--- config.mk ---
export PLATFORM = sky130hd
export DESIGN_NAME = vga_mem_arbiter
export DESIGN_NICKNAME = d
export VERILOG_FILES = /design/src/rtl/vga_mem_arbiter.sv
export SDC_FILE = /design/constraint.sdc
export NUM_CORES = 1
export LEC_CHECK = 0
export ABC_CLOCK_PERIOD_IN_PS = 2800
export BUFFER_PORTS_ARGS = -buffer_cell sky130_fd_sc_hd__buf_2
export CAP_MARGIN = 20
export CORE_MARGIN = 2
export CORE_UTILIZATION = 48
export DETAILED_ROUTE_END_ITERATION = 16
export PLACE_DENSITY_LB_ADDON = 0.12
export SLEW_MARGIN = 30
export SYNTH_ARGS = -nofsm -noshare
export SYNTH_HDL_FRONTEND = slang
export SYNTH_SLANG_ARGS = --single-unit
--- constraint.sdc ---
create_clock -name clk -period 2.8 [get_ports clk]
set_clock_uncertainty 0.2 [all_clocks]
set_input_delay 0.14 -clock clk [delete_from_list [all_inputs] [get_ports clk]]
set_output_delay 0.14 -clock clk [all_outputs]
set_load 0.03 [all_outputs]
--- src/rtl/vga_mem_arbiter.sv ---
// vga_mem_arbiter: shares one single-port synchronous video RAM between the
// VGA scanout reader (strict priority, fixed 2-cycle read latency) and the
// display updater writer (buffered through a small FIFO that drains into
// otherwise idle memory cycles).
//
// Build option: define BLANK_ONLY_WR_EN to restrict queued writes to blanking
// intervals (blank=1) for tear-free updates. Without it, blank is ignored.

module vga_mem_arbiter #(
    parameter int ADDR_W   = 12,
    parameter int DATA_W   = 8,
    parameter int WQ_DEPTH = 4,
    localparam int PTR_W   = $clog2(WQ_DEPTH),
    localparam int CNT_W   = $clog2(WQ_DEPTH + 1)
) (
    input  logic              clk,
    input  logic              reset,
    input  logic              enable,
    input  logic              blank,
    input  logic              rd_req,
    input  logic [ADDR_W-1:0] rd_addr,
    output logic [DATA_W-1:0] rd_data,
    output logic              rd_valid,
    input  logic              wr_valid,
    output logic              wr_ready,
    input  logic [ADDR_W-1:0] wr_addr,
    input  logic [DATA_W-1:0] wr_data,
    output logic              mem_en,
    output logic              mem_we,
    output logic [ADDR_W-1:0] mem_addr,
    output logic [DATA_W-1:0] mem_wdata,
    input  logic [DATA_W-1:0] mem_rdata,
    output logic [CNT_W-1:0]  wq_count
);

    // Write queue storage and pointers; pointers wrap naturally because
    // WQ_DEPTH is a power of two.
    logic [ADDR_W-1:0] q_addr [WQ_DEPTH];
    logic [DATA_W-1:0] q_data [WQ_DEPTH];
    logic [PTR_W-1:0]  wptr;
    logic [PTR_W-1:0]  rptr;

    logic push;
    logic pop;
    logic grant_rd;
    logic grant_wr;
    logic wr_gate;
    logic rd_pipe;

`ifdef BLANK_ONLY_WR_EN
    assign wr_gate = blank;
`else
    logic unused_blank;
    assign unused_blank = blank;
    assign wr_gate      = 1'b1;
`endif

    // Ready comes from the registered count only, so a freshly pushed entry
    // cannot be popped in the same edge (no bypass path).
    assign wr_ready = !reset && (wq_count < CNT_W'(WQ_DEPTH));
    assign push     = wr_valid && wr_ready;
    assign grant_rd = enable && rd_req;
    assign grant_wr = enable && !rd_req && (wq_count != '0) && wr_gate;
    assign pop      = grant_wr;

    // Read data is taken straight from the RAM; rd_valid marks the cycle it
    // belongs to the request made two edges earlier.
    assign rd_data = mem_rdata;

    // Queue payload write; storage needs no reset since occupancy gates use.
    always_ff @(posedge clk) begin
        if (push) begin
            q_addr[wptr] <= wr_addr;
            q_data[wptr] <= wr_data;
        end
    end

    // Queue pointers and occupancy.
    always_ff @(posedge clk) begin
        if (reset) begin
            wptr     <= '0;
            rptr     <= '0;
            wq_count <= '0;
        end else begin
            if (push) begin
                wptr <= wptr + PTR_W'(1);
            end
            if (pop) begin
                rptr <= rptr + PTR_W'(1);
            end
            unique case ({push, pop})
                2'b10:   wq_count <= wq_count + CNT_W'(1);
                2'b01:   wq_count <= wq_count - CNT_W'(1);
                default: wq_count <= wq_count;
            endcase
        end
    end

    // Registered RAM command: reads win, queued writes fill idle cycles;
    // address and write data hold their last values when idle.
    always_ff @(posedge clk) begin
        if (reset) begin
            mem_en    <= 1'b0;
            mem_we    <= 1'b0;
            mem_addr  <= '0;
            mem_wdata <= '0;
        end else if (grant_rd) begin
            mem_en   <= 1'b1;
            mem_we   <= 1'b0;
            mem_addr <= rd_addr;
        end else if (grant_wr) begin
            mem_en    <= 1'b1;
            mem_we    <= 1'b1;
            mem_addr  <= q_addr[rptr];
            mem_wdata <= q_data[rptr];
        end else begin
            mem_en <= 1'b0;
            mem_we <= 1'b0;
        end
    end

    // Two-stage read-valid pipeline matching the registered command plus the
    // RAM's one-cycle read latency; reset drops anything in flight.
    always_ff @(posedge clk) begin
        if (reset) begin
            rd_pipe  <= 1'b0;
            rd_valid <= 1'b0;
        end else begin
            rd_pipe  <= grant_rd;
            rd_valid <= rd_pipe;
        end
    end

endmodule

Word level (Yosys, flattened, before mapping). Memories as Yosys holds them, arrays and structs flattened. A register that Yosys moved wholly into a read port is not among the register bits. Index checks and enable logic that the tools add are counted.

Register bits: 23. Bits in latches: 0. Bits in writable memories: 80. ROM bits: 0. Input bits: 46. Output and inout bits: 35. Word-level logic and storage cells: 39. Memories: 2.

Memories: q_addr (words 4, bits a word 12, rd ports 1, clocked after memory_dff 1, write ports 1, line 38) `logic [ADDR_W-1:0] q_addr [WQ_DEPTH];`; q_data (words 4, bits a word 8, rd ports 1, clocked after memory_dff 1, write ports 1, line 39) `logic [DATA_W-1:0] q_data [WQ_DEPTH];`.

$add $sub $neg: 4. $mul: 0. Divide/modulo/power cells: 0. Magnitude comparators: 1. Equal/unequal tests: 2. Shifts and indexed selects: 0. Muxes and demuxes: 9. Bitwise logic cells: 1. Reductions and logical operators: 12.

Operators with widths (count): two-way mux 12 bit (2); case mux 3 bit (2 select lines) (1); logical AND 1 bit (5); adder 2 x 1 -> 2 bit (second input constant) (2); two-way mux 1 bit (4); two-way mux 2 bit (2); nonzero test 2 bit (2); adder 3 x 1 -> 3 bit (second input constant) (1); less-than comparator 3 bit (second input constant) (1); nonzero test 3 bit (1); subtractor 3 x 1 -> 3 bit (second input constant) (1); equality test 2 x 1 -> 1 bit (second input constant) (1); equality test 2 bit (second input constant) (1); zero test 1 bit (2); AND reduction 2 bit (1); OR reduction 2 bit (1); NOT 1 bit (1).

Depth between registers and ports, before layout.
Depth after elaboration: 5. Mapped depth: 9.

Worst setup path after synthesis. Ideal clock, no wire load.

Kind: register to register. Start: reg wq_count[2]. End: reg wq_count[2]. Library setup time: 0.070 ns. Data arrival time: 2.202 ns. Required time: 2.530 ns. Path slack: 0.328 ns. Cell stages (with the launch flop): 10. Cell sequence: dfxtp_1 or3_4 nand2_1 inv_1 ha_1 inv_1 fa_1 xor2_1 or3_2 a21oi_1.

RTL lines: start: declaration (line 33) `output logic [CNT_W-1:0] wq_count`; start signal: assignment (line 92) `2'b10: wq_count <= wq_count + CNT_W'(1);`; start signal: assignment (line 93) `2'b01: wq_count <= wq_count - CNT_W'(1);`; start signal: assignment (line 94) `default: wq_count <= wq_count;`; nonzero test 3 bit (*) (line 63) `assign grant_wr = enable && !rd_req && (wq_count != '0) && wr_gate;`; logical AND 1 bit (*) (line 63); named net grant_wr (line 46) `logic grant_wr;`; equality test 2 x 1 -> 1 bit / equality test 2 bit (equally long branches) (line 91) `unique case ({push, pop})`; case mux 3 bit (2 select lines) / nonzero test 2 bit (equally long branches).

The timed path passes the listed nets; every way through them passes the cells marked *. A chain may end at the register's enable or synchronous reset.

Final worst setup path. Same ends and word-level chain as after synthesis.

==> flow_summary.yaml <==
synth:
  async_flop_share_pct: 0
  synth_compound_area_share_pct: 5.80
  synth.top_cells.by_count: "edfxtp_1 (80), dfxtp_1 (33), nand3_1 (20), nand2_1 (14)"
  muxShareOfSynthArea_pct: 10.8
  syn-cell-area_sq_mm: 0.00442
  synthXorXnorAreaFrac_pct: 0.594
  synth_fa_ha_area_share_pct: 1.87
  synth_top_cell_by_area: "edfxtp_1"
  synthFlopType: "edfxtp_1"
  synth-seq-area-share_pct: 69.2
  mappedNetlistNets: 333
  ys_ff_latch: 113
  synth.most_common_cell: "edfxtp_1"
  ys_top_cells_by_area: "edfxtp_1 (54%), dfxtp_1 (15%), mux4_2 (6.6%), mux4_1 (4.2%), a311oi_1 (2.4%)"
  synth-simple-area-share_pct: 7.41
  postSynthAreaPerCell_sq_um: 15.7
  synthDistinctLibCells: 31
  synth_edf_count: 80
  yosysWarnings: 0
  syn-instance-count: 281
  synth_top_family_by_area: "multiplexers"
  yosys.area.top_type_share_pct: 54.3
clocking:
  postCtsHoldBufs: 45
  htreeDepth: 4
  numClockSinks: 113
  tritoncts: "done"
  post_cts_buffers: 0
  clk_latency_ns: 0.49
  cts_buffers: 17
  cts_root_buffer: "clkbuf_8"
  clk_pin_slew_ns: 0.05
  clockBufferDepth: 2
  ctsResizeCount: 0
worst_hold_path:
  hp-class: "in -> out"
placed_design:
  dpl.hpwl_um: 5160
  port_buffers: 63
  place_inst: 439
  finalWeightedCongestion: 0.764
timing:
  setup-violations-final: 0
  fin_tns_setup_ns: 0
  slew_headroom_pct: 46.9
  tightest_slew_ns: 0.796
  clock.fmax_ghz: 0.402
  period_minus_slack_ns: 2.49
  post-route-period-util_pct: 88.8
  slew_viol_final: 0
  grt_setup_unrepaired: "no"
  hold_viol_final: 0
worst_setup_path:
  required_ns: 3.02
  critical_path_arrival_ns: 2.71
  path_class: "reg -> reg"
  end_kind: "flop"
  worstPathMaxFanout: 11
  critPathLaunchType: "flop"
power:
  leakage_nw: 2.09
  power_density_mw_per_mm2: 745
  vdd_drop_max_uv: 406
finish:
  finalNonFillerCells: 515
  layout-drive-gt1-share_pct: 29.0
  final_nets: 444
  area_delta_synth_final_pct: 31.3
  diodes: 0
global_routing:
  grtUsageTotal_pct: 18.5
  grt_pass1_vias: 2725
  antenna_found_initial: 0
  grt_max_degree: 35
  grt_pass1_wl_um: 13700
  grt.overflow.total: 0
floorplanning:
  io_pins: 81
  initial_utilization_pct: 48.6
  row_count: 35
  fp.coreArea_sq_mm: 0.00911
  die_y_um: 100
  dieWidth_um: 100
  dieArea_sq_mm: 0.0100
routing:
  drt_wl_total_um: 8820
  wl_per_cell_um: 17.1
  viasPerCell: 5.30
  antenna_left: 0
  dr.pass1.iters: 6
  drt_iter0_drc: 139
  vias: 2731
  route.detailed.drc: 0
status:
  status: "finished clean"
flow_run:
  drv_cap: 0
[state kept, by name, indices dropped and copies added (netlist names), named ones only]
register / count
mem_addr: 12
mem_en: 1
mem_wdata: 8
mem_we: 1
q_addr: 48
q_data: 32
rd_pipe: 1
rd_valid: 1
rptr: 2
wptr: 2
wq_count: 3
[worst paths after layout]
path,to,slack (ns),cells past startpoint,start
worst max-delay path,wq_count[2]$_SDFFE_PP0P_,0.31,9,wq_count[2]$_SDFFE_PP0P_
worst max register to register,wq_count[2]$_SDFFE_PP0P_,0.31,9,wq_count[2]$_SDFFE_PP0P_
worst min register to register,rd_valid$_SDFF_PP0_,0.23,1,rd_pipe$_SDFF_PP0_
worst min-delay path,rd_data[1],0.08,0,mem_rdata[1]
[layer usage]
| layer | share of wire (%) | routed length (um) | track usage [%] | vias to the layer above |
|---|---|---|---|---|
| met5 | 0 | 0 | 0 | - |
| met4 | 0.69 | 61 | 7.17 | 0 |
| met3 | 5.0 | 437 | 5.85 | 6 |
| met2 | 49 | 4280 | 29.0 | 83 |
| met1 | 46 | 4040 | 24.3 | 1341 |
| li1 | - | - | - | 1301 |
[cell usage in the layout, fill, tap and decap left out, types with 2 or more instances in the layout]
master and count:
nor2_1 9, mux4_1 7, and2_1 4, ha_1 5
a311oi_1 12, xor2_1 2, clkbuf_16 16, o21ai_0 11
nand3_1 20, clkinv_2 3, buf_4 10, clkinvlp_4 2
edfxtp_1 80, nand2_1 14, dfxtp_1 33, nor3_1 11
mux4_2 13, nor2b_1 2, a21oi_1 13, inv_1 8
dlygate4sd3_1 45, bufinv_16 3, clkinv_1 5, buf_2 63
[through the flow]
step	power (mW)	setup WS, ns	instance area, sq um	utilization, %	hold slack [ns]
global route	4.49	0.170	5810	63.8	0.0801
global placement	2.30	0.402	4800	52.7	0.0802
floorplan	2.21	0.328	4420	-	0.0389
detailed placement	2.31	0.331	4800	52.7	0.0802
finish	4.33	0.314	5810	63.8	0.0800
CTS	4.37	0.323	5810	63.8	0.0802
[critical path, stage by stage (launching register included)]
cell and delay [ns]:
dfxtp_1 0.45, or3_4 0.26, nand2_1 0.09, inv_1 0.08
ha_1 0.18, inv_1 0.06, fa_1 0.37, xor2_1 0.16
or3_2 0.41, a21oi_1 0.15
[area by class of cell]
type | count | area (sq um)
multi-input cells | 134 | 1170
fillers | 676 | 3300
clock inverters | 14 | 148
well taps | 111 | 139
repair buffers | 118 | 841
inverters | 8 | 30.0
clock buffers | 17 | 414
flip-flops and latches | 113 | 3060
[cells by family after synthesis]
kind of cell	after synthesis
adder cells (fa/ha/maj)	6
XOR/XNOR	3
AND/OR/NAND/NOR	66
AO/OA/AOI/OAI	39
flip-flops	113
multiplexers	20
buffers and inverters	34
[where the power goes]
part	leakage (nW)	switching [mW]	internal, mW
registers	0.996	0.0351	1.86
clock network	0.271	0.678	1.33
logic	0.824	0.248	0.178
No activity file was read; power rests on OpenSTA's default activity.
